===== config.mk =====
export PLATFORM = sky130hd
export DESIGN_NAME = pipelined_csel_adder
export DESIGN_NICKNAME = d
export VERILOG_FILES = /design/src/rtl/adder_pkg.sv /design/src/rtl/csel_slice.sv /design/src/rtl/pipelined_csel_adder.sv
export SDC_FILE = /design/constraint.sdc
export NUM_CORES = 1
export LEC_CHECK = 0
export BUFFER_PORTS_ARGS = -buffer_cell sky130_fd_sc_hd__buf_4
export CORE_AREA = 2 2 108 110
export CTS_CLUSTER_SIZE = 30
export DETAILED_ROUTE_END_ITERATION = 10
export DIE_AREA = 0 0 110 112
export SYNTH_ARGS = -nofsm -noshare
export SYNTH_HDL_FRONTEND = slang
export SYNTH_HIERARCHICAL = 1
export SYNTH_SLANG_ARGS = --single-unit

===== constraint.sdc =====
create_clock -name clk -period 3.3 [get_ports clk]
set_input_delay 0.495 -clock clk [delete_from_list [all_inputs] [get_ports clk]]
set_output_delay 0.495 -clock clk [all_outputs]
set_load 0.005 [all_outputs]

===== src/rtl/adder_pkg.sv =====
// adder_pkg: shared defaults, mode encoding and stage payload layout for pipelined_csel_adder
package adder_pkg;
  localparam int DEF_WIDTH = 16;
  localparam int DEF_STAGES = 4;
  localparam int MAX_WIDTH = 64;
  typedef enum logic {MODE_ADD = 1'b0, MODE_SUB = 1'b1} mode_e;
  // Fields are sized for MAX_WIDTH; the top uses only the low WIDTH bits.
  typedef struct packed {
    logic                 valid;
    logic [MAX_WIDTH-1:0] sum;
    logic                 carry;
    logic [MAX_WIDTH-1:0] a;
    logic [MAX_WIDTH-1:0] b;
    logic                 sign_a;
    logic                 sign_b;
  } stage_t;
endpackage


===== src/rtl/csel_slice.sv =====
// csel_slice: carry-select chunk adder, both carry-in outcomes computed in parallel
module csel_slice #(
  parameter int CW = 4
) (
  input  logic [CW-1:0] i_a,
  input  logic [CW-1:0] i_b,
  output logic [CW-1:0] o_sum0,
  output logic [CW-1:0] o_sum1,
  output logic          o_carry0,
  output logic          o_carry1
);
  assign {o_carry0, o_sum0} = {1'b0, i_a} + {1'b0, i_b};
  assign {o_carry1, o_sum1} = {1'b0, i_a} + {1'b0, i_b} + (CW+1)'(1);
endmodule


===== src/rtl/pipelined_csel_adder.sv =====
// pipelined_csel_adder: add/sub pipelined one chunk per stage with carry-select and valid/ready flow control
module pipelined_csel_adder
  import adder_pkg::*;
#(
  parameter int WIDTH  = DEF_WIDTH,
  parameter int STAGES = DEF_STAGES
) (
  input  logic             clk,
  input  logic             rst_n,
  input  logic             in_valid,
  output logic             in_ready,
  input  logic [WIDTH-1:0] a,
  input  logic [WIDTH-1:0] b,
  input  logic             cin,
  input  logic             sub,
  input  logic             out_ready,
  output logic             guard,
  output logic [WIDTH-1:0] value,
  output logic             cout,
  output logic             ovf
);
  localparam int CW = WIDTH / STAGES;
  mode_e             w_mode;
  logic [WIDTH-1:0]  w_b;
  stage_t            w_src;
  stage_t            w_nxt [STAGES];
  stage_t            r_st  [STAGES];
  logic [STAGES:0]   w_rdy;
  assign w_mode = mode_e'(sub);
  assign w_b    = (w_mode == MODE_SUB) ? ~b : b;
  // Subtraction becomes a + ~b + !cin, so the effective carry-in is cin flipped.
  always_comb begin
    w_src                = '0;
    w_src.valid          = in_valid;
    w_src.carry          = cin ^ (w_mode == MODE_SUB);
    w_src.a[WIDTH-1:0]   = a;
    w_src.b[WIDTH-1:0]   = w_b;
    w_src.sign_a         = a[WIDTH-1];
    w_src.sign_b         = w_b[WIDTH-1];
  end
  // A stage may load when empty or when the stage after it is loading too.
  always_comb begin
    w_rdy         = '0;
    w_rdy[STAGES] = out_ready;
    for (int i = STAGES - 1; i >= 0; i--)
      w_rdy[i] = !r_st[i].valid || w_rdy[i+1];
  end
  assign in_ready = w_rdy[0];
  for (genvar k = 0; k < STAGES; k++) begin : g_st
    stage_t          w_in;
    stage_t          w_out;
    logic [CW-1:0]   w_s0;
    logic [CW-1:0]   w_s1;
    logic            w_c0;
    logic            w_c1;
    if (k == 0) begin : g_first
      assign w_in = w_src;
    end else begin : g_next
      assign w_in = r_st[k-1];
    end
    csel_slice #(.CW(CW)) u_slice (
      .i_a      (w_in.a[k*CW +: CW]),
      .i_b      (w_in.b[k*CW +: CW]),
      .o_sum0   (w_s0),
      .o_sum1   (w_s1),
      .o_carry0 (w_c0),
      .o_carry1 (w_c1)
    );
    always_comb begin
      w_out                   = w_in;
      w_out.sum[k*CW +: CW]   = w_in.carry ? w_s1 : w_s0;
      w_out.carry             = w_in.carry ? w_c1 : w_c0;
    end
    assign w_nxt[k] = w_out;
  end
  always_ff @(posedge clk)
    for (int i = 0; i < STAGES; i++)
      if (rst_n) r_st[i] <= '0;
      else if (w_rdy[i]) r_st[i] <= w_nxt[i].valid ? w_nxt[i] : '0;
  assign guard = r_st[STAGES-1].valid;
  assign value = r_st[STAGES-1].sum[WIDTH-1:0];
  assign cout  = r_st[STAGES-1].carry;
  assign ovf   = (r_st[STAGES-1].sign_a == r_st[STAGES-1].sign_b) &&
                 (value[WIDTH-1] != r_st[STAGES-1].sign_a);
endmodule


# == After elaboration in Yosys (flattened, before gate mapping) ==
# Memories as Yosys holds them, arrays and structs flattened.
# Cells that the tools add are included.
# word_totals
register_bits,0
ramBits,784
inputBits,38
output_inout_bits,20
word_cells,57
mem_count,1
# mem_list
memory,words,word_bits,read_ports,rd_ports_with_merged_regs,write_ports,line_no,rtl
r_st,4,196,4,0,4,pipelined_csel_adder.sv:27,stage_t r_st [STAGES];
# classes
add_sub_neg,8
eq_ne,2
mux,31
n_bitwise,6
reduce_logical,9
# op_table
cell,count
$mux W196,8
$add A4 B4 Y5,4
$add A5 B1 Y5 const B,4
$mux W1,18
$mux W16,1
$mux W4,4
$not A16 Y16,1
$logic_not A1 Y1,4
$logic_or A1 B1 Y1,4
$or A1 B1 Y1,4
$eq A1 B1 Y1,1
$logic_and A1 B1 Y1,1
$ne A1 B1 Y1,1
$xor A1 B1 Y1,1

# == Longest topological paths before layout ==
# Gate-level depths: netlist (run 1).
# An unclocked memory read counts as a cell.
# logic_depth
depth_word,10
depth_mapped,11
mapped_depth_nobuf,9

# == By module ==
# The synthesis (run 1) kept the hierarchy.
# modules_own_cells
module,instances,cells_per_inst,area_each_um2,seq_area_each_um2
pipelined_csel_adder,1,282,4134.0,2942.8
csel_slice,4,20,195.2,0.0

# == Least setup slack after synthesis (run 1) ==
# OpenSTA, ideal clock, no wires.
# synth_timing
path_type,input to register
start,in sub
end,"mem r_st[0][130] (netlist bit), data pin"
setup_time_ps,266
arrival_time_ps,2608
required_ps,3034
path_slack_ps,425
cell_stages,11
path_buffers,2
path_cell_list,buf_2 -> buf_2 -> xor2_1 -> ha_1 -> fa_1 -> ha_1 -> nand3_1 -> mux2_2 -> xnor2_1 -> mux2i_1 -> nor2_1
# synth_lines
item,line_no,rtl
"start, declared",pipelined_csel_adder.sv:15,"input logic sub,"
"end, declared",pipelined_csel_adder.sv:27,

==> run_results.csv, run 1 <==
group,metric,value,unit
routing,vias_per_cell,4.49,
logic_synthesis,ys_ff_latch,98,
routing,dr.first_iter.drc_count,76,
logic_synthesis,yosysMostFrequentCell,"edfxtp_1",
grt,groute.usage.overall,0.115,
place,hpwl,4730,µm
routing,vias,2479,
logic_synthesis,synth_cell_types,32,
pwr,p_leak,2.47,nW
logic_synthesis,synth_cells,362,
timing,setup_tns,0,ps
grt,grt_max_degree,31,
floorplanning,die_h,112,µm
routing,dr.pass1.iters,4,
clock_tree,cts_buffers,9,
place,numPortBuffers,57,
critical_path,cp_slowest_cell,"fa_1",
timing,fin_crit_sh,0.725,
place,place_congestion,0.739,
pwr,ir_drop,0.000190,V
pwr,power.switching,0.518,mW
timing,report.final.hold_viol_count,0,
logic_synthesis,synth-main-ff-cell,"edfxtp_1",
logic_synthesis,synth_top_area_cell,"edfxtp_1",
critical_path,slowest_delay,530,ps
logic_synthesis,syn_area_per_cell,13.6,µm²
finish,largestRegisters,"r_st: 98 flops",
logic_synthesis,yosys-top-cells-count,"edfxtp_1 (98), and2_1 (62), nor2_1 (33)",
logic_synthesis,synthesis.area,0.00491,mm²
logic_synthesis,synthArstFlopShare,0,
pwr,power.internal,2.00,mW
outcome,status,"complete, no violations",
clock_tree,cts_setup_buffers,0,
clock_tree,cts_root_buffer,"clkbuf_16",
critical_path,crit_type,"input port to flip-flop",
run,cap_violations,0,
timing,slew_headroom,0.430,
pwr,power_density,448,mW/mm²
pwr,clkPwrFrac,0.362,
critical_path,cp_max_fo,17,
timing,tightest_slew,852,ps
logic_synthesis,synth_compound_area_frac,0.0280,
clock_tree,cts_hold_buf,0,
grt,grt_pass1_wl,10900,µm
routing,avgRoutedWirePerCell,11.2,µm
critical_path,crit_top_cell,"ha_1",
finish,fin_area,0.00561,mm²
floorplanning,ios,58,
grt,antenna_found_initial,0,
timing,max_freq,0.418,GHz
floorplanning,core,0.0112,mm²
finish,antenna_cells,0,
pwr,finalPower,2.51,mW
logic_synthesis,synth_edf_count,98,
critical_path,worstPathCellList,"buf_4 -> xor2_1 -> ha_1 -> fa_1 -> ha_1 -> nand3b_1 -> mux2_2 -> xnor2_1 -> mux2i_1 -> nor2_1",
floorplanning,row_count,39,
logic_synthesis,synth_xor_area_frac,0.0736,
floorplanning,dieArea,0.0123,mm²
logic_synthesis,synth_fp_nets,424,
place,dpl-instance-area,0.00535,mm²
logic_synthesis,yosysTopAreaCellShare,0.599,
logic_synthesis,synth_top_family_by_area,"simple AND/OR/NAND/NOR gates",
routing,wirelength,6170,µm
logic_synthesis,yosys_warnings,6,
critical_path,cp_data_arrival_time,2480,ps
grt,overflow,0,
finish,area_growth_syn_to_layout,14.2,%
finish,nets,466,
timing,finalSetupViolations,0,
logic_synthesis,synth_fa_ha_area_frac,0.0672,
routing,antenna_left,0,
finish,regMostFlops,"r_st",
grt,grt_pass1_vias,2442,
logic_synthesis,synth.area.top_cells,"edfxtp_1 (60%), and2_1 (7.9%), ha_1 (5.1%)",
timing,slew_violations,0,
logic_synthesis,ys_seq_area_frac,0.599,
clock_tree,clk_pin_slew_worst_paths,60,ps
clock_tree,cts_sinks,98,
clock_tree,cts_tree,"yes",
pwr,swShare,0.206,
finish,largest_reg_flops,98,
clock_tree,clock_latency,330,ps
timing,period_needed,2390,ps
hold_path,hp-class,"input port to flip-flop",
logic_synthesis,synth_mux_area_frac,0.0499,
floorplanning,start_util,0.440,
clock_tree,htree_levels,3,
finish,drive_gt1_frac,0.222,
clock_tree,cts_resized,0,
timing,finClkSkew,6.40,ps
logic_synthesis,synthSimpleGateAreaFrac,0.134,
timing,rsz0062_at_grt,"no",
critical_path,worst_setup_path_start_kind,"input port",
critical_path,end_kind,"flip-flop",
clock_tree,cts_buffer_depth,2,
floorplanning,die-width,110,µm
critical_path,cp_data_required_time,3390,ps
pwr,pwr-share-seq,0.556,
routing,drc,0,
pwr,pwr-share-comb,0.082,
[critical path: cells and delay by family]
kind,cells,cell delay (ps)
xor+xnor,2,300
fa+ha+maj,3,950
buf+inv,1,200
mux,2,400
simple gates,2,140
[layout make-up]
type / count / area [µm²]
fill: 1001 / 5560
sequential: 98 / 2940
multi-input combinational: 224 / 1740
timing repair buffer: 60 / 450
clock buffer: 9 / 225
tap: 143 / 179
inverter: 11 / 41.3
clock inverter: 7 / 36.3
[per-stage QoR]
stage / hold WS (ps) / setup WS [ps] / utilization / std cells
final: 435 / 908 / 0.502 / 552
after global routing: 429 / 796 / 0.502 / 552
after CTS: 423 / 900 / 0.502 / 552
after detailed placement: 503 / 529 / 0.479 / 536
after global placement: 503 / 569 / 0.479 / 536
after floorplan: 497 / 426 / - / 362
[layout by cell type, fill, tap and decap left out, drive strengths merged, types with 11 or more instances in the layout]
cell / n
and2: 62
xnor2: 25
a21o: 12
nor2: 33
xor2: 12
edfxtp: 98
ha: 20
inv: 11
mux2i: 20
buf: 60
[final timing paths]
path | startpoint | to | slack, ps | cells past startpoint
setup / recovery | sub | r_st[0][130]$_SDFFCE_PN0P_ | 910 | 10
hold / removal | a[4] | r_st[0][70]$_SDFFCE_PN0P_ | 440 | 2
setup reg to reg | r_st[1][74]$_SDFFCE_PN0P_ | r_st[2][130]$_SDFFCE_PN0P_ | 980 | 8
hold reg to reg | r_st[0][79]$_SDFFCE_PN0P_ | r_st[1][79]$_SDFFCE_PN0P_ | 510 | 1
[power groups by stage]
stage / clock [mW] / sequential, mW / combinational, mW
detailed placement: 0 / 1.42 / 0.208
global placement: 0 / 1.42 / 0.205
CTS: 0.943 / 1.40 / 0.210
global route: 0.995 / 1.40 / 0.234
floorplan: 0 / 1.42 / 0.153
finish: 0.911 / 1.40 / 0.206
[layer usage]
metal / up-vias / share of wire / global-route usage
met5: - / 0 / 0
met4: 0 / 0.015 / 0.0481
met3: 6 / 0.061 / 0.0375
met2: 62 / 0.47 / 0.178
met1: 1085 / 0.46 / 0.146
li1: 1326 / - / -
[logic make-up (layout without fill, tap and decap cells)]
logic type / after synthesis / in the layout
XOR/XNOR: 37 / 37
buffers and inverters: 40 / 87
AND/OR/NAND/NOR: 120 / 120
AO/OA/AOI/OAI: 19 / 19
adder cells (fa/ha/maj): 24 / 24
flip-flops: 98 / 98
multiplexers: 24 / 24
Note: power is estimated with default switching activity, not from simulation.
==> run 2, diff against run 1 <==
--- a/config.mk
+++ b/config.mk
@@ -5,11 +5,13 @@
 export SDC_FILE = /design/constraint.sdc
 export NUM_CORES = 1
 export LEC_CHECK = 0
+export ABC_AREA = 1
 export BUFFER_PORTS_ARGS = -buffer_cell sky130_fd_sc_hd__buf_4
-export CORE_AREA = 2 2 108 110
+export CORE_AREA = 2 2 112 114
 export CTS_CLUSTER_SIZE = 30
 export DETAILED_ROUTE_END_ITERATION = 10
-export DIE_AREA = 0 0 110 112
+export DIE_AREA = 0 0 114 116
+export PLACE_DENSITY = 0.66
 export SYNTH_ARGS = -nofsm -noshare
 export SYNTH_HDL_FRONTEND = slang
 export SYNTH_HIERARCHICAL = 1
==> constraint.sdc (replaced) <==
create_clock -name clk -period 2 [get_ports clk]
set_input_delay 0.3 -clock clk [delete_from_list [all_inputs] [get_ports clk]]
set_output_delay 0.3 -clock clk [all_outputs]
set_load 0.005 [all_outputs]
==> run_results.csv, run 2 <==
group,metric,value,unit
outcome,status,"finished, violations left",
floorplanning,row_count,40,
routing,vias_per_cell,4.44,
place,numPortBuffers,57,
logic_synthesis,synth_top_area_cell,"edfxtp_1",
grt,overflow,0,
finish,nets,680,
finish,n_fill_cell,1094,
clock_tree,clock_latency,340,ps
timing,finalSetupViolations,3,
timing,finClkSkew,6.55,ps
logic_synthesis,synth_edf_count,98,
routing,dr.pass1.iters,4,
finish,regMostFlops,"r_st",
grt,groute.usage.overall,0.129,
grt,grt_pass1_vias,3252,
clock_tree,cts_buffers,9,
critical_path,ff2ff_path_depth,10,
routing,avgRoutedWirePerCell,10.0,µm
logic_synthesis,yosys_warnings,6,
finish,largest_reg_flops,98,
critical_path,r2r_slack,-50,ps
routing,wirelength,7710,µm
finish,register_area,0.00294,mm²
finish,layout_commonest_cell,"nor2_1",
logic_synthesis,synth_mux_area_frac,0.00938,
finish,antenna_cells,0,
critical_path,cp_data_required_time,2070,ps
timing,max_freq,0.488,GHz
timing,slew_violations,0,
critical_path,crit_type,"flip-flop to flip-flop",
critical_path,cp_data_arrival_time,2120,ps
routing,vias,3415,
timing,fin_ws,-48.8,ps
pwr,finalPower,4.58,mW
floorplanning,die-width,114,µm
floorplanning,ios,58,
floorplanning,die_h,116,µm
finish,mostFrequentLayoutCells,"nor2_1 (107), inv_1 (103), edfxtp_1 (98)",
place,dp.cells,747,
timing,fin_crit_sh,1.02,
logic_synthesis,ys_seq_area_frac,0.551,
logic_synthesis,synth_xor_area_frac,0.0263,
timing,tightest_slew,447,ps
logic_synthesis,yosysTopAreaCellShare,0.551,
logic_synthesis,synth-main-ff-cell,"edfxtp_1",
logic_synthesis,yosys-top-cells-count,"nor2_1 (109), inv_1 (107), edfxtp_1 (98)",
clock_tree,cts_buffer_depth,2,
critical_path,r2r_end,"r_st[1][130]$_SDFFCE_PN0P_",
logic_synthesis,synthArstFlopShare,0,
critical_path,reg2reg_from,"r_st[0][70]$_SDFFCE_PN0P_",
clock_tree,cts_tree,"yes",
clock_tree,cts_hold_buf,0,
pwr,ir_drop,0.000415,V
run,cap_violations,0,
critical_path,cp-startpoint,"r_st[0][70]$_SDFFCE_PN0P_",
clock_tree,cts_root_buffer,"clkbuf_16",
routing,dr.first_iter.drc_count,110,
logic_synthesis,synth_cells,552,
pwr,p_leak,2.80,nW
logic_synthesis,synth.area.top_cells,"edfxtp_1 (55%), nor2_1 (7.7%), inv_1 (7.5%)",
timing,slew_headroom,0.701,
routing,drc,0,
logic_synthesis,syn_area_per_cell,9.67,µm²
place,hpwl,5770,µm
floorplanning,core,0.0119,mm²
critical_path,crit_path_end,"r_st[1][130]$_SDFFCE_PN0P_",
finish,instances_no_fill,769,
finish,largestRegisters,"r_st: 98 flops",
logic_synthesis,synth_fa_ha_area_frac,0.0619,
critical_path,end_kind,"flip-flop",
finish,drive_gt1_frac,0.268,
outcome,violations,"negative setup slack",
place,place_congestion,0.864,
hold_path,hp-class,"input port to flip-flop",
logic_synthesis,yosysMostFrequentCell,"nor2_1",
logic_synthesis,synthSimpleGateAreaFrac,0.207,
clock_tree,cts_sinks,98,
logic_synthesis,synth_top_family_by_area,"simple AND/OR/NAND/NOR gates",
finish,multiInputGateArea,0.00183,mm²
clock_tree,htree_levels,3,
floorplanning,dieArea,0.0132,mm²
logic_synthesis,synth_cell_types,25,
routing,antenna_left,0,
logic_synthesis,synth_compound_area_frac,0.0227,
finish,area_growth_syn_to_layout,18.8,%
logic_synthesis,ys_ff_latch,98,
grt,grt_max_degree,31,
timing,report.final.hold_viol_count,0,
grt,grt_pass1_wl,13700,µm
timing,setup_tns,-65.2,ps
critical_path,cp_max_fo,3,
timing,rsz0062_at_grt,"yes",
logic_synthesis,synth_fp_nets,614,
critical_path,worst_setup_path_start_kind,"flip-flop",
grt,antenna_found_initial,0,
pwr,power_density,723,mW/mm²
floorplanning,start_util,0.448,
hold_path,hold_start,"a[13]",
logic_synthesis,synthesis.area,0.00534,mm²
timing,period_needed,2050,ps
clock_tree,clk_pin_slew_worst_paths,70,ps
-- run 2: changes by cell type after synthesis, sizes merged, moves of 12 or more --
cell	previous run	this run
and2	62	0
mux2i	20	5
xnor2	25	12
nand3	9	32
a21o	12	0
nor2	33	114
nand2	4	96
inv	11	115
-- run 2: final cells by class --
type | instances | area share
sequential | 98 | 0.464
multi-input combinational | 311 | 0.288
timing repair buffer | 83 | 0.101
inverter | 115 | 0.0681
clock buffer | 9 | 0.0355
tap | 147 | 0.0290
clock inverter | 6 | 0.0144
-- run 2: how the worst min path moves through the flow --
stage,endpoint,cells past startpoint
2_1_floorplan,r_st[0][1]$_SDFFCE_PN0P_,2
3_3_place_gp,r_st[1][79]$_SDFFCE_PN0P_,2
3_5_place_dp,r_st[2][131]$_SDFFCE_PN0P_,2
4_1_cts,r_st[0][72]$_SDFFCE_PN0P_,3
5_1_grt,r_st[0][75]$_SDFFCE_PN0P_,3
6_report,r_st[0][79]$_SDFFCE_PN0P_,3
-- run 2: through the flow --
step / hold slack (ps) / setup WS [ps] / cell area (µm²) / util
finish: 252 / -48.8 / 6340 / 0.532
global route: 245 / -192 / 6340 / 0.532
CTS: 240 / -77.2 / 6250 / 0.525
detailed placement: 530 / -348 / 5880 / 0.494
global placement: 524 / -268 / 5880 / 0.494
floorplan: 508 / -372 / 5360 / -
-- run 2: power by group --
group | total, mW | switching [mW] | internal, mW
Combinational | 0.469 | 0.252 | 0.217
Sequential | 2.30 | 0.0180 | 2.28
Clock | 1.81 | 0.715 | 1.09
-- run 2: critical path: stages (launching register included) --
cell	delay [ps]
edfxtp_1	380
ha_2	210
fa_1	510
ha_2	190
inv_2	40
nor2_4	110
nand3_1	80
nand2_1	60
nand2_1	40
mux2i_1	120
nor2_1	50
-- run 2: timing repair --
item,in CTS,in global routing
setup buffers,4,3
endpoints found under the setup margin,3,11
resized for setup,9,17
pin swaps,9,20
-- run 2: cell families (layout without fill, tap and decap cells) --
family | Yosys count | in the layout
and+or+nand+nor | 247 | 247
buffers and inverters | 143 | 213
DFF | 98 | 98
adders and majority gates | 24 | 24
AOI/OAI and AO/OA | 19 | 19
xor gates and xnor gates | 16 | 16
muxes | 5 | 5
-- run 2: routing by layer --
| metal | vias up | track usage | part of all wire |
|---|---|---|---|
| met5 | - | 0 | 0 |
| met2 | 64 | 0.216 | 0.47 |
| met1 | 1495 | 0.157 | 0.47 |
| li1 | 1841 | - | - |
| met4 | 0 | 0.0602 | 0.022 |
| met3 | 15 | 0.0345 | 0.043 |
